===== config.mk =====
export PLATFORM = sky130hd
export DESIGN_NAME = sp_ram_arbiter
export DESIGN_NICKNAME = d
export VERILOG_FILES = /design/src/rtl/sp_ram_arb_pkg.sv /design/src/rtl/rr_arb2.sv /design/src/rtl/sp_ram_arbiter.sv
export SDC_FILE = /design/constraint.sdc
export NUM_CORES = 1
export LEC_CHECK = 0
export ABC_AREA = 1
export CAP_MARGIN = 20
export CORE_MARGIN = 10
export CORE_UTILIZATION = 31
export CTS_CLUSTER_DIAMETER = 100
export CTS_CLUSTER_SIZE = 14
export DETAILED_ROUTE_END_ITERATION = 6
export GPL_TIMING_DRIVEN = 0
export PLACE_DENSITY_LB_ADDON = 0.3
export SLEW_MARGIN = 20
export SYNTH_ARGS = -nofsm -noshare
export SYNTH_HDL_FRONTEND = slang
export SYNTH_HIERARCHICAL = 1
export SYNTH_SLANG_ARGS = --single-unit

===== constraint.sdc =====
create_clock -name clk -period 5.3 [get_ports clk]
set_input_delay 1.06 -clock clk [delete_from_list [all_inputs] [get_ports clk]]
set_output_delay 1.06 -clock clk [all_outputs]
set_load 0.1 [all_outputs]

===== src/rtl/sp_ram_arb_pkg.sv =====
// Shared types for the two-requester single-port RAM arbiter.
// The request struct is sized for the default 32 KiB x 32-bit configuration.
package sp_ram_arb_pkg;

    localparam int unsigned MEM_ADDR_W = 15;
    localparam int unsigned MEM_DATA_W = 32;
    localparam int unsigned MEM_BE_W   = MEM_DATA_W / 8;

    typedef enum logic {
        INIT = 1'b0,
        RUN  = 1'b1
    } arb_state_e;

    typedef enum logic {
        M0 = 1'b0,
        M1 = 1'b1
    } master_id_e;

    typedef struct packed {
        logic [MEM_ADDR_W-1:0] addr;
        logic                  we;
        logic [MEM_BE_W-1:0]   be;
        logic [MEM_DATA_W-1:0] wdata;
    } mem_req_t;

endpackage


===== src/rtl/rr_arb2.sv =====
// Two-input round-robin arbiter: combinational one-hot grant, pointer register
// that moves to the other requester whenever a grant is taken.
module rr_arb2
    import sp_ram_arb_pkg::*;
(
    input  logic       clk,
    input  logic       rst_i,
    input  logic [1:0] req_i,
    input  logic       taken_i,
    output logic [1:0] gnt_o
);

    master_id_e ptr_q;
    master_id_e ptr_d;

    // NOTE: every always_comb output gets a default first so no path can infer a latch.
    always_comb begin
        gnt_o = 2'b00;
        ptr_d = ptr_q;
        case (req_i)
            2'b01:   gnt_o = 2'b01;
            2'b10:   gnt_o = 2'b10;
            2'b11:   gnt_o = (ptr_q == M0) ? 2'b01 : 2'b10;
            default: gnt_o = 2'b00;
        endcase
        if (taken_i) begin
            ptr_d = gnt_o[0] ? M1 : M0;
        end
    end

    // NOTE: state registers use non-blocking assignments so every flop samples pre-edge values.
    always_ff @(posedge clk) begin
        if (rst_i) begin
            ptr_q <= M0;
        end else begin
            ptr_q <= ptr_d;
        end
    end

endmodule


===== src/rtl/sp_ram_arbiter.sv =====
// Shares one single-port RAM between a core data port (M0) and a debug/DMA port (M1),
// optionally zero-filling the RAM after reset before any request is granted.
module sp_ram_arbiter
    import sp_ram_arb_pkg::*;
#(
    parameter int unsigned RAM_SIZE   = 32768,
    parameter int unsigned ADDR_WIDTH = $clog2(RAM_SIZE),
    parameter int unsigned DATA_WIDTH = MEM_DATA_W,
    parameter int unsigned INIT_ZERO  = 1
) (
    input  logic                    clk,
    input  logic                    rst_i,

    input  logic                    m0_req_i,
    input  logic [ADDR_WIDTH-1:0]   m0_addr_i,
    input  logic                    m0_we_i,
    input  logic [DATA_WIDTH/8-1:0] m0_be_i,
    input  logic [DATA_WIDTH-1:0]   m0_wdata_i,
    output logic                    m0_gnt_o,
    output logic                    m0_rvalid_o,
    output logic [DATA_WIDTH-1:0]   m0_rdata_o,

    input  logic                    m1_req_i,
    input  logic [ADDR_WIDTH-1:0]   m1_addr_i,
    input  logic                    m1_we_i,
    input  logic [DATA_WIDTH/8-1:0] m1_be_i,
    input  logic [DATA_WIDTH-1:0]   m1_wdata_i,
    output logic                    m1_gnt_o,
    output logic                    m1_rvalid_o,
    output logic [DATA_WIDTH-1:0]   m1_rdata_o,

    output logic                    ram_en_o,
    output logic [ADDR_WIDTH-1:0]   ram_addr_o,
    output logic [DATA_WIDTH-1:0]   ram_wdata_o,
    output logic                    ram_we_o,
    output logic [DATA_WIDTH/8-1:0] ram_be_o,
    input  logic [DATA_WIDTH-1:0]   ram_rdata_i,

    output logic                    init_done_o
);

    localparam int unsigned BE_WIDTH   = DATA_WIDTH / 8;
    localparam int unsigned BYTE_OFF_W = $clog2(BE_WIDTH);
    localparam int unsigned NUM_WORDS  = RAM_SIZE / BE_WIDTH;
    localparam int unsigned WORD_CNT_W = ADDR_WIDTH - BYTE_OFF_W;
    localparam logic [WORD_CNT_W-1:0] LAST_WORD = WORD_CNT_W'(NUM_WORDS - 1);

    arb_state_e            state_q, state_d;
    logic [WORD_CNT_W-1:0] word_cnt_q, word_cnt_d;
    logic                  valid_q, valid_d;
    master_id_e            owner_q, owner_d;
    logic                  rd_q, rd_d;

    logic                  run_ok;
    logic [1:0]            arb_req;
    logic [1:0]            arb_gnt;
    mem_req_t              m0_req, m1_req, win_req;

    // Grants are only offered in RUN and never while reset is being applied.
    assign run_ok  = (state_q == RUN) && !rst_i;
    assign arb_req = {m1_req_i, m0_req_i} & {2{run_ok}};

    rr_arb2 u_rr_arb2 (
        .clk     (clk),
        .rst_i   (rst_i),
        .req_i   (arb_req),
        .taken_i (|arb_gnt),
        .gnt_o   (arb_gnt)
    );

    assign m0_gnt_o = arb_gnt[0];
    assign m1_gnt_o = arb_gnt[1];

    assign m0_req  = '{addr: m0_addr_i, we: m0_we_i, be: m0_be_i, wdata: m0_wdata_i};
    assign m1_req  = '{addr: m1_addr_i, we: m1_we_i, be: m1_be_i, wdata: m1_wdata_i};
    assign win_req = arb_gnt[1] ? m1_req : m0_req;

    always_comb begin
        state_d     = state_q;
        word_cnt_d  = word_cnt_q;
        valid_d     = |arb_gnt;
        owner_d     = owner_q;
        rd_d        = rd_q;
        ram_en_o    = 1'b0;
        ram_we_o    = 1'b0;
        ram_be_o    = '0;
        ram_addr_o  = '0;
        ram_wdata_o = '0;

        case (state_q)
            INIT: begin
                if (!rst_i) begin
                    ram_en_o   = 1'b1;
                    ram_we_o   = 1'b1;
                    ram_be_o   = '1;
                    ram_addr_o = {word_cnt_q, {BYTE_OFF_W{1'b0}}};
                    word_cnt_d = word_cnt_q + WORD_CNT_W'(1);
                    if (word_cnt_q == LAST_WORD) begin
                        state_d = RUN;
                    end
                end
            end
            RUN: begin
                if (|arb_gnt) begin
                    ram_en_o    = 1'b1;
                    ram_we_o    = win_req.we;
                    ram_be_o    = win_req.be;
                    ram_addr_o  = win_req.addr;
                    ram_wdata_o = win_req.wdata;
                    owner_d     = arb_gnt[1] ? M1 : M0;
                    rd_d        = !win_req.we;
                end
            end
            default: state_d = state_q;
        endcase
    end

    always_ff @(posedge clk) begin
        if (rst_i) begin
            state_q    <= (INIT_ZERO != 0) ? INIT : RUN;
            word_cnt_q <= '0;
            valid_q    <= 1'b0;
            owner_q    <= M0;
            rd_q       <= 1'b0;
        end else begin
            state_q    <= state_d;
            word_cnt_q <= word_cnt_d;
            valid_q    <= valid_d;
            owner_q    <= owner_d;
            rd_q       <= rd_d;
        end
    end

    // Read data is steered only to the owner of a valid read; writes answer with zero.
    assign m0_rvalid_o = valid_q && (owner_q == M0);
    assign m1_rvalid_o = valid_q && (owner_q == M1);
    assign m0_rdata_o  = (m0_rvalid_o && rd_q) ? ram_rdata_i : '0;
    assign m1_rdata_o  = (m1_rvalid_o && rd_q) ? ram_rdata_i : '0;
    assign init_done_o = run_ok;

endmodule


==> metrics.cfg <==
[run_status]
outcome=finished, final reports clean

[setup_path]
critical-path-top-delay-family=buffers and inverters
critPathKind=in2out
cp_max_fo=10
critPathLaunchType=input pin
cpMaxStageDelayCell=dlygate4sd2_1
required_ps=4240
end_kind=primary output
cp.arrival_ps=4060
crit_buf_inv=8
slowest_delay_ps=860
path_cells=clkdlybuf4s50_1 -> nor2_4 -> inv_1 -> nor2_1 -> a21boi_4 -> buf_2 -> inv_1 -> buf_4 -> buf_2 -> nand2_1 -> nand2_1 -> nand2_1 -> inv_1 -> dlygate4sd2_1

[grt]
grt-ovfl-total=0
track_usage_pct=23.5
grt_pass1_wl_um=21600
grt_antenna_before_repair=0
grt_max_degree=11
grt_pass1_vias=3620

[synth]
muxShareOfSynthArea_pct=2.55
synth-compound-area-share_pct=10.4
synth-seq-cells=18
synthSimpleGateAreaFrac_pct=49.5
synthCells=479
synth_top_flop_cell=dfxtp_1
synth_top_area_share_pct=26.6
synth_top_family_by_area=simple AND/OR/NAND/NOR gates
synth.yosys.seq_area_share_pct=15.3
synth_edf_count=0
async_flop_share_pct=0
synth_top_area_cell=nand2_1
avgSynthCellArea_um2=4.91
syn_area_um2=2350
synth_most_common_cell=nand2_1
syn_nets=620
ys_warn_count=6
synth.top_cells.by_area=nand2_1, nor2_1, dfxtp_1
synth_top_cells_by_count=nand2_1, nor2_1, inv_1
synthDistinctLibCells=24
synthAdderAreaFrac_pct=0.532
synth_xor_area_share_pct=0

[die]
initial_core_util_pct=32.1
core.rowCount=31
die_y_um=107
die_w_um=107
num_io_pins=262
coreArea_um2=7330
die_area_um2=11500

[detailed_routing]
drt_iter0_markers=170
first_pass_iters=7
drc=0
wire_per_inst_um=17.3
postRouteAntennaNets=0
vias=3860
wl_um=14600
vias_per_cell=4.58

[power_and_ir_drop]
powerDensity_nw_per_um2=82.6
vdd_drop_max_mv=0.115
power.total_mw=0.434
power_leakage_nw=2.71

[cts]
hold_buffers=0
cts_buffers=3
cts_tree=done
clk_pin_slew_ps=70
cts_sinks=18
cts-htree-levels=1
cts_buffer_depth=2
clk_latency_ps=250
cts_root_buffer=clkbuf_8

[sta]
timing.fmax_ghz=0.195
maxSlewHeadroom_pct=28.0
slew_violations=0
setup_violations=0
finalHoldViolCount=0
fin_crit_sh_pct=96.6
hold_ws_ps=491
rsz0062_at_grt=false
worst_clock_skew_ps=1.66
finalCriticalPeriod_ps=5120
worstMarginPinSlew_ps=1080

[finish]
nNetsFinal=886
drive_gt1_share_pct=9.54
layout-area-overhead-vs-synth_pct=123
insertedDiodeCount=0
filler_cell_count=616

[hold_path]
holdCritPathClass=reg2reg

[flow_run]
drv_cap=0

[placed_design]
dpl.hpwl_um=12700
port_buffers=261
gp_congestion=0.877

[cells by family (layout without fill, tap and decap cells)]
group           Yosys count  count (layout)
mux                       6               6
compound gates           34              34
flops                    18              18
simple gates            300             300
fa+ha+maj                 1               1
buf+inv                 120             385
[stage by stage]
stage               utilization (%)  setup WS [ps]  instances  TNS (ps)  instance area (um^2)
global placement               72.9           -255        839     -5160                  5340
floorplan                         -           62.4        479         0                  2610
detailed placement             72.9           -268        839     -6920                  5340
finish                         71.7            182        843         0                  5260
global route                   71.7          0.611        843         0                  5260
CTS                            72.8           16.5        843         0                  5340
[metal layers]
layer	GRT usage, %	up-vias	share of wire (%)
met5	0	-	0
met4	2.90	0	1.1
met3	5.63	14	8.0
met2	44.9	159	55
met1	26.1	1752	36
li1	-	1935	-
[power by group]
| group | internal, mW | switching [mW] |
|---|---|---|
| clock | 0.0659 | 0.0445 |
| combinational | 0.108 | 0.0764 |
| sequential | 0.137 | 0.00184 |
[final timing paths]
| path | from | to | slack [ps] | depth (start not counted) |
|---|---|---|---|---|
| max reg2reg | state_q | owner_q | 2830 | 12 |
| min reg2reg | word_cnt_q[4] | word_cnt_q[5] | 490 | 2 |
| max | rst_i | ram_wdata_o[4] | 180 | 14 |
| min | word_cnt_q[4] | word_cnt_q[5] | 490 | 2 |
[state kept, by name, summed over array words and instances, names as in the netlist]
register,cells
word_cnt_q,13
owner_q,1
u_rr_arb2/ptr_q,1
rd_q,1
state_q,1
valid_q,1
[layout by cell type (no fill, tap or decap), types with 2 or more instances in the layout]
master and n:
a21oi_1 8, buf_2 7, buf_4 2, buf_6 5, clkbuf_1 10, clkbuf_2 29, clkbuf_8 4, clkdlybuf4s15_1 14
clkdlybuf4s50_1 208, dfxtp_1 18, dlygate4sd2_1 6, dlymetal6s2s_1 4, inv_1 93, inv_4 2, mux2i_1 6, nand2_1 167
nand3_1 8, nand4_1 5, nor2_1 113, nor2_2 2, nor2_4 2, nor3_1 3, o21ai_0 7, o21ai_4 6
o32ai_4 10
[cell type report]
cell class / instances / area (um^2) / area share (%)
repair buffers: 261 / 2470 / 47.0
multi-input cells: 341 / 1740 / 33.1
inverters: 96 / 365 / 6.95
flip-flops and latches: 18 / 360 / 6.86
plain buffers: 24 / 144 / 2.74
well taps: 99 / 124 / 2.36
clock buffers: 4 / 55.1 / 1.05
[timing repair]
item                                    4_1_cts  5_1_grt
resized for setup                            49       76
endpoints found under the setup margin       49       47
buffers inserted                              0        0
[tightest hold or removal path: cells and delay by family (launching register included)]
| family | cells | cell delay, ps |
|---|---|---|
| DFF | 1 | 330 |
| AOI/OAI and AO/OA | 1 | 50 |
| and+or+nand+nor | 1 | 60 |
(Power assumes the default switching activity.)
